<file path="src/rtl/search_ctrl.sv">
// search_ctrl: binary-search controller driving an external 16-bit comparator.
// A start pulse in IDLE begins a search over 0..65535. Each probe is computed
// in CALC, held on guess while the comparator settles, and judged in COMPARE
// from the GT/LT/EQ flags. DONE pulses done for one cycle with result/err/iter.
//
// Ports:
//   clk, rst      clock, asynchronous active-high reset
//   start         begin a search (only honoured in IDLE)
//   GT, LT, EQ    comparator flags for target vs. guess
//   guess         registered probe value to comparator input b
//   busy          high from the cycle after start until DONE is left
//   done          one-cycle completion pulse
//   err           search failed (valid with done, held until next start)
//   result        located target (valid with done, held until next start)
//   iter          comparisons made in the current or last search
module search_ctrl (
  input  logic        clk,
  input  logic        rst,
  input  logic        start,
  input  logic        GT,
  input  logic        LT,
  input  logic        EQ,
  output logic [15:0] guess,
  output logic        busy,
  output logic        done,
  output logic        err,
  output logic [15:0] result,
  output logic [4:0]  iter
);

  localparam int unsigned DW = 16;
  localparam int unsigned BW = DW + 1;
  localparam int unsigned IW = 5;

  typedef enum logic [1:0] {IDLE, CALC, COMPARE, DONE} state_t;

  state_t        state, state_n;
  logic [BW-1:0] lo, lo_n, hi, hi_n;
  logic [DW-1:0] guess_n, result_n;
  logic          busy_n, done_n, err_n;
  logic [IW-1:0] iter_n;
  logic [BW-1:0] guess_inc, guess_dec;

  // Next-state and next-output logic.
  always_comb begin
    state_n   = state;
    lo_n      = lo;
    hi_n      = hi;
    guess_n   = guess;
    busy_n    = busy;
    err_n     = err;
    result_n  = result;
    iter_n    = iter;
    guess_inc = {1'b0, guess} + BW'(1);
    guess_dec = {1'b0, guess} - BW'(1);

    case (state)
      IDLE: begin
        busy_n = 1'b0;
        if (start) begin
          state_n  = CALC;
          lo_n     = '0;
          hi_n     = BW'(17'h0FFFF);
          iter_n   = '0;
          err_n    = 1'b0;
          result_n = '0;
          busy_n   = 1'b1;
        end
      end

      CALC: begin
        // 17-bit sum cannot overflow; the shifted value always fits 16 bits.
        guess_n = DW'((lo + hi) >> 1);
        state_n = COMPARE;
      end

      COMPARE: begin
        iter_n = iter + IW'(1);
        case ({GT, LT, EQ})
          3'b001: begin
            result_n = guess;
            err_n    = 1'b0;
            state_n  = DONE;
          end
          3'b100: begin
            if (guess == 16'hFFFF) begin
              err_n   = 1'b1;
              state_n = DONE;
            end else begin
              lo_n = guess_inc;
              // Inconsistent comparator answers can empty the range.
              if (guess_inc > hi) begin
                err_n   = 1'b1;
                state_n = DONE;
              end else begin
                state_n = CALC;
              end
            end
          end
          3'b010: begin
            if (guess == 16'h0000) begin
              err_n   = 1'b1;
              state_n = DONE;
            end else begin
              hi_n = guess_dec;
              if (lo > guess_dec) begin
                err_n   = 1'b1;
                state_n = DONE;
              end else begin
                state_n = CALC;
              end
            end
          end
          default: begin
            err_n   = 1'b1;
            state_n = DONE;
          end
        endcase
      end

      DONE: begin
        busy_n  = 1'b0;
        state_n = IDLE;
      end

      default: state_n = IDLE;
    endcase

    // done is registered so that it is high exactly while in DONE.
    done_n = (state_n == DONE);
  end

  // State and registered outputs.
  always_ff @(posedge clk or posedge rst) begin
    if (rst) begin
      state  <= IDLE;
      lo     <= '0;
      hi     <= BW'(17'h0FFFF);
      guess  <= '0;
      busy   <= 1'b0;
      done   <= 1'b0;
      err    <= 1'b0;
      result <= '0;
      iter   <= '0;
    end else begin
      state  <= state_n;
      lo     <= lo_n;
      hi     <= hi_n;
      guess  <= guess_n;
      busy   <= busy_n;
      done   <= done_n;
      err    <= err_n;
      result <= result_n;
      iter   <= iter_n;
    end
  end

endmodule

</file>
<file path="config.mk">
export PLATFORM = sky130hd
export DESIGN_NAME = search_ctrl
export DESIGN_NICKNAME = d
export VERILOG_FILES = /design/src/rtl/search_ctrl.sv
export SDC_FILE = /design/constraint.sdc
export NUM_CORES = 1
export LEC_CHECK = 0
export CAP_MARGIN = 20
export CORE_UTILIZATION = 44
export CTS_CLUSTER_DIAMETER = 30
export DETAILED_ROUTE_END_ITERATION = 7
export PLACE_DENSITY = 0.71
export SYNTH_ARGS = -nofsm -noshare
export SYNTH_HDL_FRONTEND = slang
export SYNTH_SLANG_ARGS = --single-unit
</file>
<file path="constraint.sdc">
create_clock -name clk -period 4.3 [get_ports clk]
set_input_delay 1.29 -clock clk [delete_from_list [all_inputs] [get_ports clk]]
set_output_delay 1.29 -clock clk [all_outputs]
set_load 0.02 [all_outputs]
</file>
==> results of run 1 <==
[flip-flops by register name, indices dropped and copies added, names as in the netlist]
signal,count
busy,1
done,1
err,1
iter,5
state,2
lo,17
result,16
hi,17
guess,16
[synth_stat cells, drive strengths merged, types with 14 or more instances]
cell type  instances
nand2             94
dfrtp             60
ha                57
a21oi             46
o21ai             43
inv               37
nor2              30
xnor2             24
xor2              18
buf               16
dfstp             16
nand2b            16
nor3              14
[kinds of logic after synthesis]
family | after synthesis | synth area share (%)
adders and majority gates | 58 | 14.0
DFF | 76 | 36.8
muxes | 13 | 2.73
and+or+nand+nor | 202 | 18.8
buffers and inverters | 63 | 5.32
xor gates and xnor gates | 42 | 7.05
AOI/OAI and AO/OA | 129 | 15.2
[placed cells by master (no fill, tap or decap), types with 2 or more instances in the layout]
cell and count:
xnor2_1 24, inv_6 4, nor2_2 2, nor4_1 2, dfrtp_1 60, clkinvlp_4 2
clkdlybuf4s50_1 45, a21o_1 10, and3_1 3, nor3_1 13, mux2_2 10, buf_4 3
mux2i_1 3, o31a_1 2, ha_1 57, and2_1 2, dfstp_2 16, nand2_1 94
nand2b_1 16, o21a_1 3, a21oi_1 44, a221oi_1 3, a22o_1 4, o31ai_1 2
inv_1 36, nor2b_1 5, xor2_1 18, o21ai_0 37, nand3_1 12, clkbuf_16 9
o21ai_1 6, nor2_1 28, nand3b_1 2, nand4_1 10, o21bai_1 2
[stage by stage]
stage,area (um^2),cells
after floorplan,5220,583
after global placement,5750,749
after detailed placement,5750,749
after CTS,6030,765
after global routing,6030,765
final,6030,765
[layout make-up]
cell class	count	area share, %
timing repair buffer	49	8.17
clock buffer	9	3.73
tap	143	2.97
clock inverter	7	0.913
sequential	76	31.9
inverter	37	2.30
multi-input combinational	444	50.1
[power groups by stage]
stage | registers, mW | clock network [mW] | logic, mW
floorplan | 1.17 | 0 | 1.44
global placement | 1.14 | 0 | 2.08
detailed placement | 1.15 | 0 | 2.14
CTS | 1.14 | 0.739 | 2.16
global route | 1.17 | 0.772 | 2.38
finish | 1.15 | 0.728 | 2.16
[worst paths after layout]
kind,start,to,slack (ns),cells after the start
max,guess[0],done,0.56,15
min,result[13],result[13],0.48,2
max reg2reg,guess[0],done,0.56,15
min reg2reg,result[13],result[13],0.48,2
max in group asynchronous,rst,hi[10],2.17,3
min in group asynchronous,rst,iter[0],1.38,2
[worst reg2reg max path: cells and delay by family, from the launching register on]
family / cells / cell delay [ns]
flip-flops: 1 / 0.56
XOR/XNOR: 1 / 0.25
AND/OR/NAND/NOR: 7 / 1.60
AO/OA/AOI/OAI: 4 / 0.63
buffers and inverters: 2 / 0.30
adder cells (fa/ha/maj): 1 / 0.33
[layer usage]
metal | vias to the layer above | wire length [um] | GRT usage, %
li1 | 2076 | - | -
met2 | 143 | 6100 | 35.1
met1 | 2108 | 6410 | 32.8
met4 | 0 | 237 | 6.93
met5 | - | 0 | 0
met3 | 21 | 850 | 4.54
==> metrics.yaml, run 1 <==
global_route:
  overflow: 0
  grt_max_degree: 46
  grt_pass1_wl_mm: 22.2
  grt_usage_pct: 23.0
  grt_antenna_before_repair: 0
  grt_pass1_vias: 4288
final_layout:
  register_area_um2: 1920
  n_antenna_cell: 0
  layout-drive-gt1-share_pct: 10.1
  fin_nets: 681
  fill_cells: 1066
  fin_util_pct: 52.6
  area_growth_pct: 15.6
  multiInputGateArea_um2: 3020
clock_network:
  post_cts_buffers: 0
  cts_max_path_buffers: 2
  cts_resized: 0
  cts-root-buf: "clkbuf_16"
  clock_sinks: 76
  cts.clk_slew.worst_paths_ns: 0.06
  cts.htree.levels: 3
  holdBufCountCts: 0
  cts_buffers: 9
  insertion_delay_ns: 0.34
  tritoncts: "done"
power:
  power_mw: 4.04
  p_seq_share_pct: 28.4
  p_switching_mw: 1.86
  power.internal_mw: 2.18
  p_per_area_nw_per_um2: 670
  irDropWorstVdd_uv: 400
  comb_power_share_pct: 53.6
  clkPwrFrac_pct: 18.0
  cellLeakagePower_nw: 2.83
  netSwitchingFraction_pct: 46.0
placement:
  post-dp-hpwl_mm: 10.0
  portBuffers: 45
  dp_slack_ns: 0.736
  gp_congestion: 0.892
die:
  dieHeight_um: 111
  die_x_um: 111
  io_pins: 46
  coreArea_um2: 11500
  dieArea_um2: 12300
  initial_core_util_pct: 45.5
  num_rows: 39
drt:
  vias: 4348
  via_per_inst: 5.68
  drt_wl_total_mm: 13.6
  drc_errors: 0
  drtAntennaViolNets: 0
  first_pass_iters: 5
  drt_iter0_markers: 236
  wire_per_inst_um: 17.8
yosys:
  yosysWarnings: 0
  synth_area_per_cell_um2: 8.95
  synthArstFlopShare_pct: 100
  syn-cell-area_um2: 5220
  synth-edff-count: 0
  syn_inst: 583
  synth_flop_cell: "dfrtp_1"
  yosysSeqAreaShare_pct: 36.8
  synth_seq_cells: 76
  synth_cell_type_count: 64
  yosys-top-cells-area: "dfrtp_1, ha_1, dfstp_2"
  yosysTopAreaCell: "dfrtp_1"
  syn_nets: 647
  synth_top_area_share_pct: 28.8
timing:
  hold_violations: 0
  period_share_pct: 86.9
  worst_slack_ns: 0.564
  finalMaxSlewViolations: 0
  fmaxAchievable_mhz: 268
  relSlewSlack_pct: 38.0
  tns_ns: 0
  setup_viol: 0
  skew_ns: 0.00849
  worst_slew_pin_slew_ns: 0.929
  period_needed_ns: 3.74
  finalHoldWorstSlack_ns: 0.481
  rsz0062_at_grt: "false"
setup_path:
  max_stage_delay_ns: 0.56
  cpLargestDelayFamily: "simple AND/OR/NAND/NOR gates"
  path_class: "flip-flop to flip-flop"
  arrival_ns: 4.02
  critical_path_required_ns: 4.58
  crit_fanout: 11
  crit_path_top_delay_cell: "dfrtp_1"
  cp_cell_sequence: "inv_1, nor3_1, nand2_1, nor3_1, nand2_1, xor2_1, inv_1, ha_1, nand4_1, nor4_1, nand2b_1, o211a_1, a21oi_1, o22a_1, a22o_1"
  start_kind: "flip-flop"
  crit_path_end_kind: "flip-flop"
  path_buf_inv: 2
run:
  maxCapViolCount: 0
hold_path:
  hp-class: "flip-flop to flip-flop"
status:
  status: "completed"
Note: power is estimated with default switching activity, not from simulation.
==> run 2, diff against run 1 <==
- CORE_UTILIZATION: 44 -> 50
- PLACE_DENSITY: 0.71 -> 0.78
==> run 2 against run 1 <==
Against the previous run:
- clock power is 21% lower
- utilization is 7.1 points higher
- clock skew is 0.0057 ns higher
- routed wire length is 2.3% lower
- design area is 1.4% lower
- global-route usage is 3.1 points higher
- setup slack better by 0.16 ns
- die area is 12% lower
- hold slack better by 0.0041 ns
==> metrics.yaml, run 2 (synthesis results as in run 1) <==
setup_path:
  timing.rr.start: "guess[2]"
  crit_path_top_delay_cell: "dfrtp_1"
  critical_path_required_ns: 4.55  # -0.03 ns
  start_kind: "flip-flop"
  crit_path_end_kind: "flip-flop"
  cpLargestDelayFamily: "compound AO/OA/AOI/OAI gates"
  rr_worst_depth: 14  # -1
  crit_end: "done"
  cp_num_cells: 14  # -1
  arrival_ns: 3.83  # -0.19 ns
  path_buf_inv: 0  # -2
  r2r_end: "done"
  regToRegSetupSlack_ns: 0.72  # +0.16 ns
  path_class: "flip-flop to flip-flop"
  cpMostUsedCell: "nor2_1"
  cp_cell_sequence: "nor2_1, nand3b_1, nor2_1, nand3_1, nor4_1, xnor2_1, ha_1, a211o_1, a21oi_1, o21ai_0, a221oi_1, a32oi_1, o22a_1, a22o_1"
  max_stage_delay_ns: 0.51  # -0.05 ns
  startpoint: "guess[2]"
  crit_fanout: 10  # -1
die:
  dieHeight_um: 104  # -6.1%
  dieArea_um2: 10900  # -12%
  initial_core_util_pct: 52.4  # +6.9 points
  num_rows: 36  # -7.7%
  coreArea_um2: 9950  # -13%
  die_x_um: 104  # -6.1%
  io_pins: 46  # unchanged
placement:
  post-dp-hpwl_mm: 9.78  # -2.6%
  portBuffers: 45  # unchanged
  gp_congestion: 0.897  # +0.55%
  place_inst: 739  # -1.3%
timing:
  rsz0062_at_grt: "false"
  tns_ns: 0  # unchanged
  period_needed_ns: 3.58  # -0.157 ns
  setup_viol: 0  # unchanged
  hold_violations: 0  # unchanged
  relSlewSlack_pct: 41.3  # +3.3 points
  worst_slew_pin_slew_ns: 0.879  # -0.0499 ns
  fmaxAchievable_mhz: 279  # +4.4%
  period_share_pct: 83.2  # -3.6 points
  finalMaxSlewViolations: 0  # unchanged
  skew_ns: 0.0142  # +0.00574 ns
clock_network:
  tritoncts: "done"
  post_cts_buffers: 0  # unchanged
  clock_sinks: 76  # unchanged
  insertion_delay_ns: 0.35  # about the same
  cts-root-buf: "clkbuf_8"
  cts_resized: 0  # unchanged
  cts.htree.levels: 3  # unchanged
  holdBufCountCts: 0  # unchanged
  cts_max_path_buffers: 2  # unchanged
  cts_buffers: 9  # unchanged
  cts.clk_slew.worst_paths_ns: 0.09  # +0.03 ns
global_route:
  grt_pass1_vias: 4408  # +2.8%
  use_met1_pct: 34.8  # +1.9 points
  grt_pass1_wl_mm: 22.3  # +0.40%
  grt_use_met2_pct: 42.2  # +7.1 points
  grt_antenna_before_repair: 0  # unchanged
  grt_usage_pct: 26.1  # +3.1 points
  grt_max_degree: 42  # -8.7%
  met3_usage_pct: 4.89  # +0.35 points
  busiest_layer: "met2"
  overflow: 0  # unchanged
hold_path:
  hold_path_depth: 1  # -1
  hp-start: "iter[4]"
  hp-class: "flip-flop to flip-flop"
drt:
  wire_per_inst_um: 17.6  # -1.0%
  drt_wl_total_mm: 13.3  # -2.3%
  first_pass_iters: 6  # +1
  drc_errors: 0  # unchanged
  drtAntennaViolNets: 0  # unchanged
  vias: 4442  # +2.2%
  via_per_inst: 5.88  # +3.5%
  drt_iter0_markers: 252  # +6.8%
final_layout:
  fin_util_pct: 59.7  # +7.1 points
  fin_nets: 681  # unchanged
  n_antenna_cell: 0  # unchanged
  reg.largest.list: "hi x17, lo x17"
  layout-drive-gt1-share_pct: 10.1  # unchanged
  stdcell_count: 755  # -1.3%
  area_growth_pct: 14.0
  layout_commonest_cell: "nand2_1"
  layout_common_cells: "nand2_1, dfrtp_1, ha_1"
run:
  maxCapViolCount: 0  # unchanged
power:
  p_per_area_nw_per_um2: 651  # -2.7%
  irDropWorstVdd_uv: 367  # -8.2%
  cellLeakagePower_nw: 2.80  # -1.3%
status:
  status: "completed"
run 2: worst register-to-register path, stage by stage (launching register included):
cell,delay (ns)
dfrtp_1,0.51
nor2_1,0.26
nand3b_1,0.14
nor2_1,0.27
nand3_1,0.25
nor4_1,0.30
xnor2_1,0.14
ha_1,0.19
a211o_1,0.28
a21oi_1,0.10
o21ai_0,0.10
a221oi_1,0.34
a32oi_1,0.10
o22a_1,0.26
a22o_1,0.24
run 2: per-layer routing:
| metal | vias to the layer above | share of wire (%) |
|---|---|---|
| met4 | 0 | 2.4 |
| met3 | 25 | 7.4 |
| met5 | - | 0 |
| met1 | 2142 | 43 |
| li1 | 2069 | - |
| met2 | 206 | 47 |
run 2: worst min path at each step:
stage and to:
4_1_cts iter[4], 5_1_grt iter[4], 3_3_place_gp result[12], 2_1_floorplan lo[10], 3_5_place_dp busy, 6_report iter[4]
run 2: layout make-up:
cell class | count | area [um^2]
Sequential cell | 76 | 1920
Multi-Input combinational cell | 444 | 3020
Clock inverter | 6 | 70.1
Tap cell | 133 | 166
Timing Repair Buffer | 49 | 493
Inverter | 37 | 139
Fill cell | 871 | 4010
Clock buffer | 10 | 138
run 2: report_power, final:
group / switching (mW) / leakage [nW] / internal (mW)
clock network: 0.290 / 0.0955 / 0.288
logic: 1.26 / 1.77 / 0.894
registers: 0.256 / 0.928 / 0.887
run 2: metrics by stage:
stage | setup slack (ns) | total power, mW | hold slack (ns) | cell area [um^2]
floorplan | 1.08 | 2.61 | 0.481 | 5220
detailed placement | 0.816 | 3.27 | 0.471 | 5740
finish | 0.720 | 3.87 | 0.485 | 5950
global placement | 0.905 | 3.20 | 0.461 | 5740
CTS | 0.786 | 3.87 | 0.488 | 5950
global route | 0.403 | 4.17 | 0.519 | 5950
==> run 3, diff against run 2 <==
- clock period: 4.3 -> 3.4 ns (I/O delays scaled with it)
==> run 3 against run 2 <==
Against the previous run:
- via count shrank 0.23%
- hold slack worse by 0.0065 ns
- total power rose by 30%
- global-route usage shrank 0.051 points
- flip-flop and latch count unchanged
- sequential power is 17% higher
- register-to-register slack worse by 0.61 ns
- clock power is 20% higher
- die area unchanged
- clock-buffer cell count grew 2
- critical path type unchanged
- critical endpoint unchanged
- largest cell class unchanged
- largest power group unchanged
==> metrics.yaml, run 3 (synthesis results as in run 1) <==
setup_path:
  path_class: "flip-flop to flip-flop"
  critical_path_required_ns: 3.65  # -0.90 ns
  crit_fanout: 3  # -7
  timing.rr.start: "guess[8]"
  crit_path_end_kind: "flip-flop"
  r2r_end: "done"
  regToRegSetupSlack_ns: 0.11  # -0.61 ns
  rr_worst_depth: 12  # -2
  arrival_ns: 3.54  # -0.29 ns
  start_kind: "flip-flop"
drt:
  first_pass_iters: 5  # -1
  via_per_inst: 5.71  # -2.9%
  drc_errors: 0  # unchanged
  vias: 4432  # -0.23%
  drt_wl_total_mm: 13.4  # +0.84%
  wire_per_inst_um: 17.3  # -1.9%
  drt_iter0_markers: 283  # +12%
  drtAntennaViolNets: 0  # unchanged
final_layout:
  area_growth_pct: 17.5
  reg.largest.list: "hi x17, lo x17"
  n_antenna_cell: 0  # unchanged
  layout_commonest_cell: "nand2_1"
  multiInputGateArea_um2: 3060  # +1.4%
  stdcell_count: 776  # +2.8%
  layout-drive-gt1-share_pct: 14.0  # +3.9 points
  fin_nets: 702  # +3.1%
  layout_common_cells: "nand2_1, dfrtp_1, ha_1"
  fin_util_pct: 61.6  # +1.9 points
  register_area_um2: 1920  # about the same
  fill_cells: 836  # -4.0%
power:
  p_switching_mw: 2.31  # +28%
  irDropWorstVdd_uv: 407  # +11%
  clkPwrFrac_pct: 13.8  # -1.1 points
  comb_power_share_pct: 59.7  # +4.1 points
  power.internal_mw: 2.72  # +32%
  cellLeakagePower_nw: 2.91  # +3.9%
  p_per_area_nw_per_um2: 820  # +26%
  p_seq_share_pct: 26.4  # -3.1 points
  power_mw: 5.03  # +30%
  netSwitchingFraction_pct: 45.9  # -0.74 points
status:
  status: "completed"
hold_path:
  hp-start: "busy"
  hp-class: "flip-flop to flip-flop"
  holdPathEnd: "busy"
  hold_path_depth: 2  # +1
die:
  initial_core_util_pct: 52.4  # unchanged
  io_pins: 46  # unchanged
  num_rows: 36  # unchanged
  die_x_um: 104  # unchanged
  dieHeight_um: 104  # unchanged
  dieArea_um2: 10900  # unchanged
  coreArea_um2: 9950  # unchanged
timing:
  worst_slew_pin_slew_ns: 0.738  # -0.141 ns
  setup_viol: 0  # unchanged
  relSlewSlack_pct: 50.8  # +9.4 points
  hold_violations: 0  # unchanged
  skew_ns: 0.0115  # -0.00270 ns
  finalHoldWorstSlack_ns: 0.479  # -0.00647 ns
  fmaxAchievable_mhz: 304  # +8.8%
  period_needed_ns: 3.29  # -0.289 ns
  finalMaxSlewViolations: 0  # unchanged
  period_share_pct: 96.8  # +14 points
  tns_ns: 0  # unchanged
clock_network:
  insertion_delay_ns: 0.37  # +0.02 ns
  cts-root-buf: "clkbuf_8"
  cts_max_path_buffers: 2  # unchanged
  cts_buffers: 9  # unchanged
  post_cts_buffers: 0  # unchanged
  cts.clk_slew.worst_paths_ns: 0.08  # about the same
  cts.htree.levels: 3  # unchanged
  clock_sinks: 76  # unchanged
  tritoncts: "done"
global_route:
  grt_usage_pct: 26.0  # -0.051 points
  grt_pass1_vias: 4520  # +2.5%
  grt_pass1_wl_mm: 22.1  # -1.0%
  grt_max_degree: 32  # -24%
  overflow: 0  # unchanged
  grt_antenna_before_repair: 0  # unchanged
placement:
  gp_congestion: 0.914  # +1.9%
  place_inst: 760  # +2.8%
  post-dp-hpwl_mm: 10.2  # +3.9%
  portBuffers: 45  # unchanged
run:
  maxCapViolCount: 0  # unchanged
-- run 3: power groups by stage --
stage | sequential (mW) | combinational, mW | clock, mW
final | 1.33 | 3.00 | 0.696
after global placement | 1.32 | 2.86 | 0
after CTS | 1.33 | 2.94 | 0.706
after detailed placement | 1.34 | 2.91 | 0
after global routing | 1.36 | 3.26 | 0.750
after floorplan | 1.48 | 1.82 | 0
-- run 3: area by class of cell --
cell class	instances	area share, %
clock buffer	12	2.37
timing repair buffer	70	10.6
tap	133	2.71
multi-input combinational	444	49.9
inverter	37	2.26
sequential	76	31.4
clock inverter	4	0.796
-- run 3: per-stage QoR --
| step | setup slack (ns) | area [um^2] |
|---|---|---|
| after floorplan | 0.181 | 5220 |
| after global placement | 0.192 | 5900 |
| after detailed placement | 0.115 | 5900 |
| after CTS | 0.0949 | 6090 |
| after global routing | -0.00809 | 6130 |
| final | 0.109 | 6130 |
-- run 3: critical path: stages (launching register included) --
cell and delay [ns]:
dfrtp_1 0.38, or4_4 0.55, or3_4 0.37, nor2_1 0.16, xnor2_1 0.10, ha_1 0.20, a211o_1 0.26, a21oi_1 0.10
o21ai_0 0.10, a221oi_1 0.34, a32oi_1 0.10, o22a_1 0.26, a22o_1 0.25
-- run 3: metal layers --
layer  part of all wire (%)  GRT usage (%)  vias up
met1                     44           33.9     2128
li1                       -              -     2124
met4                    2.5           12.2        0
met3                    5.6           3.32       22
met5                      0              0        -
met2                     48           42.9      158
-- run 3: worst max-delay path by stage --
stage | startpoint | end | cells past startpoint
after floorplan | guess[0] | done | 16
after global placement | guess[8] | done | 12
after detailed placement | guess[8] | done | 12
after CTS | guess[8] | done | 12
after global routing | guess[4] | done | 15
final | guess[8] | done | 12
-- run 3: repair_timing --
action                                  in CTS  in global routing
endpoints found under the setup margin       0                  3
hold buffers                                 0                  0
resized for setup                            0                  9
